$ cat src/rtl/demux_1to2_stream.sv
// demux_1to2_stream
// Registered 1-to-2 stream demultiplexer. One input valid/ready stream is
// steered either by i_sel or by a ping-pong pointer into one of two
// single-entry output registers. Each channel keeps a wrapping count of the
// words it has accepted. The o_ready output is combinational from the
// destination consumer's ready, so a full channel can drain and refill in
// the same cycle without a bubble.

module demux_1to2_stream #(
  parameter int WIDTH = 8
) (
  input  logic             i_clk,
  input  logic             i_rst,
  input  logic [WIDTH-1:0] i_data,
  input  logic             i_valid,
  output logic             o_ready,
  input  logic             i_sel,
  input  logic             i_mode,
  output logic [WIDTH-1:0] o_data1,
  output logic             o_valid1,
  input  logic             i_ready1,
  output logic [WIDTH-1:0] o_data2,
  output logic             o_valid2,
  input  logic             i_ready2,
  output logic [7:0]       o_cnt1,
  output logic [7:0]       o_cnt2
);

  localparam int NCH = 2;

  // Per-channel views. Index 0 is channel 1 and index 1 is channel 2, which
  // matches the encoding of i_sel and of the ping-pong pointer.
  logic [NCH-1:0]   ch_ready;
  logic [NCH-1:0]   ch_valid;
  logic [NCH-1:0]   ch_space;
  logic [NCH-1:0]   ch_load;
  logic [WIDTH-1:0] ch_data [NCH];
  logic [7:0]       ch_cnt  [NCH];

  // Ping-pong pointer: the channel that takes the next word in mode 1.
  logic             ptr_q;
  logic             ptr_d;

  logic             dest;
  logic             accept;

  assign ch_ready = {i_ready2, i_ready1};

  // Destination select, space check and accept decode. o_ready looks only at
  // the destination channel, so ping-pong order stays strict even when the
  // other channel is free. i_valid is deliberately kept out of o_ready.
  always_comb begin
    dest     = i_mode ? ptr_q : i_sel;
    ch_space = ~ch_valid | ch_ready;
    o_ready  = !i_rst && ch_space[dest];
    accept   = i_valid && o_ready;
    ch_load  = '0;
    if (accept) begin
      ch_load[dest] = 1'b1;
    end
  end

  // Pointer next state: held at channel 1 while steering by i_sel so that
  // entering ping-pong always starts at channel 1; advances only on accept.
  always_comb begin
    ptr_d = ptr_q;
    if (!i_mode) begin
      ptr_d = 1'b0;
    end else if (accept) begin
      ptr_d = ~ptr_q;
    end
  end

  // Pointer register.
  always_ff @(posedge i_clk or posedge i_rst) begin
    if (i_rst) begin
      ptr_q <= 1'b0;
    end else begin
      ptr_q <= ptr_d;
    end
  end

  // One output register plus word counter per channel.
  for (genvar gi = 0; gi < NCH; gi++) begin : g_ch
    logic             valid_q;
    logic             valid_d;
    logic [WIDTH-1:0] data_q;
    logic [WIDTH-1:0] data_d;
    logic [7:0]       cnt_q;
    logic [7:0]       cnt_d;

    // Refill wins over drain, so a word consumed and replaced in the same
    // cycle keeps valid high. Data is only overwritten by a new word; after
    // a drain the last word stays visible with valid low.
    always_comb begin
      valid_d = valid_q;
      data_d  = data_q;
      cnt_d   = cnt_q;
      if (ch_load[gi]) begin
        valid_d = 1'b1;
        data_d  = i_data;
        cnt_d   = cnt_q + 8'd1;
      end else if (valid_q && ch_ready[gi]) begin
        valid_d = 1'b0;
      end
    end

    // Channel state registers; reset discards any held word outright.
    always_ff @(posedge i_clk or posedge i_rst) begin
      if (i_rst) begin
        valid_q <= 1'b0;
        data_q  <= '0;
        cnt_q   <= 8'd0;
      end else begin
        valid_q <= valid_d;
        data_q  <= data_d;
        cnt_q   <= cnt_d;
      end
    end

    assign ch_valid[gi] = valid_q;
    assign ch_data[gi]  = data_q;
    assign ch_cnt[gi]   = cnt_q;
  end

  assign o_valid1 = ch_valid[0];
  assign o_valid2 = ch_valid[1];
  assign o_data1  = ch_data[0];
  assign o_data2  = ch_data[1];
  assign o_cnt1   = ch_cnt[0];
  assign o_cnt2   = ch_cnt[1];

endmodule

$ cat config.mk
export PLATFORM = sky130hd
export DESIGN_NAME = demux_1to2_stream
export DESIGN_NICKNAME = d
export VERILOG_FILES = /design/src/rtl/demux_1to2_stream.sv
export SDC_FILE = /design/constraint.sdc
export NUM_CORES = 1
export LEC_CHECK = 0
export BUFFER_PORTS_ARGS = -buffer_cell sky130_fd_sc_hd__buf_2
export CORE_AREA = 2 2 56 84
export CTS_CLUSTER_SIZE = 16
export DETAILED_ROUTE_END_ITERATION = 7
export DIE_AREA = 0 0 58 86
export GPL_ROUTABILITY_DRIVEN = 0
export PLACE_DENSITY = 0.7
export SLEW_MARGIN = 40
export SYNTH_ARGS = -nofsm -noshare
export SYNTH_HDL_FRONTEND = slang
export SYNTH_SLANG_ARGS = --single-unit
$ cat constraint.sdc
create_clock -name i_clk -period 2 [get_ports i_clk]
set_input_delay 0.2 -clock i_clk [delete_from_list [all_inputs] [get_ports i_clk]]
set_output_delay 0.2 -clock i_clk [all_outputs]
set_load 0.01 [all_outputs]
---- After elaboration in Yosys (flattened, before gate mapping) ----
Index checks and enable logic that the tools add are counted.
cells by class
  add/subtract/negate cells ............... 2
  magnitude comparators ................... 2
  equality and inequality tests ........... 1
  mux-type cells .......................... 12
  bitwise gates (word level) .............. 3
  reductions and logical operators ........ 8
operators with widths
  kind                   number
  $add A8 B1 Y8 const B  2
  $mux W1                10
  $logic_and A1 B1 Y1    5
  $reduce_bool A2 Y1     2
  $lt A1 B2 Y1 const B   1
  $mux W2                1
  $ne A2 B1 Y1 const B   1
  $not A2 Y2             1
  $or A2 B2 Y2           1
  $demux W1 S1           1
  $ge A1 B1 Y1 const B   1
  $logic_not A1 Y1       1
  $not A1 Y1             1
word-level totals
  register bits ........................... 35
  input bits .............................. 15
  output and inout port bits .............. 35
  word-level logic and storage cells ...... 35

---- Longest topological paths before layout ----
  depth in word-level cells ............... 8
  mapped depth ............................ 5
  gate-level depth less buffers ........... 4

---- Least setup slack after synthesis ----
No wires, ideal clock.
  path type ............................... register to register
  start ................................... register g_ch[1].valid_q (netlist: o_valid2)
  end ..................................... register g_ch[1].cnt_q[1] (netlist: o_cnt2[1])
  library setup time ...................... 127 ps
  data arrival time ....................... 1384 ps
  required time ........................... 1873 ps
  setup slack ............................. 489 ps
  stages on the path, launching flop included .. 5
  path buffers ............................ 1
  clock period less this slack ............ 1511 ps
  path through ............................ dfrtp_1 > nor2b_1 > nor3_4 > buf_6 > mux2_1
on the way
  word-level cells in the longest chain between the ends .. 7
RTL lines
  item                                        RTL line  RTL
  from (decl)                                 85        logic valid_q;
  from (signal assigned)                      115       valid_q <= valid_d;
  $not A2 Y2                                  54        ch_space = ~ch_valid | ch_ready;
  $or A2 B2 Y2                                54
  $mux W1 (not written as such) (2 in a row)  55        o_ready = !i_rst && ch_space[dest];
  $logic_and A1 B1 Y1                         55
  $logic_and A1 B1 Y1                         56        accept = i_valid && o_ready;
  $mux W2                                     58        if (accept) begin
  to (signal assigned)                        117       cnt_q <= cnt_d;
  to (decl)                                   89        logic [7:0] cnt_q;
No other way between the ends. The select of a mux whose other input is x is not followed.
A chain may end at the register's enable or synchronous reset.

---- Final worst setup path ----
  start ................................... register ptr_q
  end ..................................... output o_ready
on the way
  word-level cells in the longest chain between the ends .. 4
RTL lines
  item                                        RTL line  RTL
  from (decl)                                 41        logic ptr_q;
  from (signal assigned)                      79        ptr_q <= ptr_d;
  $mux W1                                     53        dest = i_mode ? ptr_q : i_sel;
  $mux W1 (not written as such) (2 in a row)  55
  $logic_and A1 B1 Y1                         55
  to (decl)                                   16        output logic o_ready,
No other way between the ends. The select of a mux whose other input is x is not followed.

==> metrics.cfg <==
[detailed_routing]
vias=1069
routed_wl_mm=2.87
wl_per_cell_um=12.5
drc=0
drtIter0Drc=26
via_per_inst=4.67
drtPass1Iterations=3
ant_nets=0

[clock_network]
numClockSinks=35
ctsHoldBuffers=0
cts_tree=built
postCtsSetupRepairBufs=0
cts_root_buf=clkbuf_8
htree_levels=2
clockBufferDepth=2
worstSkewPairLatency_ps=290
clk_pin_slew_worst_paths_ps=70
cts_resized=0
cts-buffers-inserted=5

[placed_design]
hpwl_mm=2.14
port_buffers=49
place_inst=221
pre_cts_slack_ps=535

[floorplanning]
fp.coreArea_um2=4210
fp.dieArea_um2=4990
die_w_um=58
top_level_ports=50
rows=29
initial_core_util_pct=34.5
die_height_um=86

[power]
p_per_area_nw_per_um2=1210
p_total_mw=2.30
p_leak_nw=0.993
ir_drop_mv=0.812

[timing]
slew_viol_final=0
setup_viol=0
skew_ps=4.01
period_needed_ps=1610
hold_violations=0
rsz0062_at_grt=no
slew_headroom_pct=70.9
min_period_over_period_pct=80.4
setup_tns_ps=0
timing.final.ws_setup_ps=393
max_freq_ghz=0.622
tightest_slew_ps=437

[synthesis]
synth-seq-cells=35
synth_nets=142
ys_top_cells_by_area=dfrtp_1 (60%), nand2_1 (8.5%), xnor2_1 (6.6%)
synth_area_um2=1450
synth_area_leader_cell=dfrtp_1
yosys.area.top_type_share_pct=60.4
ys_warn_count=0
synth_area_per_cell_um2=11.6
syn_inst=125
ys_types=24
ys_seq_area_share_pct=60.4

[grt]
grt_pass1_wl_mm=4.84
grt_max_degree=36
grt_pass1_vias=1077
grt_usage_pct=12.8
grt-ovfl-total=0
antenna_found_initial=0

[finish]
fillers=425
syn_to_final_growth_pct=31.0
final_core_util_pct=45.1
diodes=0
layout_commonest_cell=buf_2
layout.cells.non_filler=229
final_cell_mix=buf_2 (49), dfrtp_1 (35), nand2_1 (33)
layout.nets=199
drive_above_1_share_pct=37.7

[worst_setup_path]
path_max_fanout=5
cp-start-kind=flop
regToRegStartpoint=ptr_q
r2r_slack_ps=530
timing.rr.end=o_cnt1[5]
worstRegToRegCells=5
cp.required_ps=1800
end_kind=primary output
worstPathArrival_ps=1410
crit_type=flop to primary output

[flow_run]
drv_cap=0

[hold_path]
hp-class=primary input to asynchronous set/reset pin

[run_status]
outcome=finished, final reports clean

## worst max-delay path by stage
stage,startpoint,to,slack [ps],cells past startpoint
detailed placement,ptr_q,o_cnt1[5],530,5
global placement,ptr_q,o_cnt1[5],570,5
finish,ptr_q,o_ready,390,5
global route,ptr_q,o_ready,270,5
floorplan,o_valid2,o_cnt2[1],490,4
CTS,ptr_q,o_ready,360,5
## routing by layer
layer  wire [µm]  track usage (%)  vias to the layer above
met5           0                0                        -
met4          40             5.07                        0
met3         167             4.22                        5
met2        1470             21.7                       31
met1        1190             14.5                      509
li1            -                -                      524
## kinds of logic after synthesis
kind of cell,share of synthesized area [%]
AO/OA/AOI/OAI,1.04
buffers and inverters,1.64
XOR/XNOR,8.46
AND/OR/NAND/NOR,18.8
multiplexers,7.94
flip-flops,60.4
adder cells (fa/ha/maj),1.73
## state kept, by name, indices dropped and copies added, names as in the netlist
| register | flops |
|---|---|
| o_cnt2 | 8 |
| o_valid2 | 1 |
| o_valid1 | 1 |
| o_cnt1 | 8 |
| o_data1 | 8 |
| o_data2 | 8 |
| ptr_q | 1 |
## cells in the mapped netlist, drive strengths merged
cell type / number
a21oi: 1
and2: 1
and3: 4
buf: 2
clkbuf: 1
dfrtp: 35
ha: 2
inv: 1
mux2: 9
mux2i: 1
nand2: 33
nand2b: 2
nand3: 2
nand4: 7
nor2: 3
nor2b: 2
nor3: 2
o21ai: 2
or2: 1
xnor2: 11
xor2: 3
## power breakdown
part           internal [mW]  total [mW]  switching (mW)  leakage, nW
Sequential             0.876        1.02           0.149        0.444
Clock                  0.497       0.758           0.261       0.0644
Combinational          0.253       0.514           0.262        0.485
Total                   1.63        2.30           0.671        0.993
## final cells by class
| class | count | area, µm² | area share [%] |
|---|---|---|---|
| flip-flops and latches | 35 | 876 | 46.1 |
| multi-input cells | 86 | 551 | 29.0 |
| repair buffers | 53 | 275 | 14.5 |
| clock buffers | 5 | 68.8 | 3.62 |
| clock inverters | 3 | 67.6 | 3.56 |
| well taps | 46 | 57.6 | 3.03 |
| inverters | 1 | 3.75 | 0.198 |
## critical path, stage by stage, from the launching register on
cell     delay [ps]
dfrtp_1         400
mux2i_2         310
nor2_1          100
a21oi_1         130
nor2_1           50
buf_2           130
## through the flow
step                      area, µm²  hold slack, ps
after floorplan                1450             305
after global placement         1760             349
after detailed placement       1760             349
after CTS                      1900            34.4
after global routing           1900            85.3
final                          1900            18.1
(Power assumes the default switching activity.)
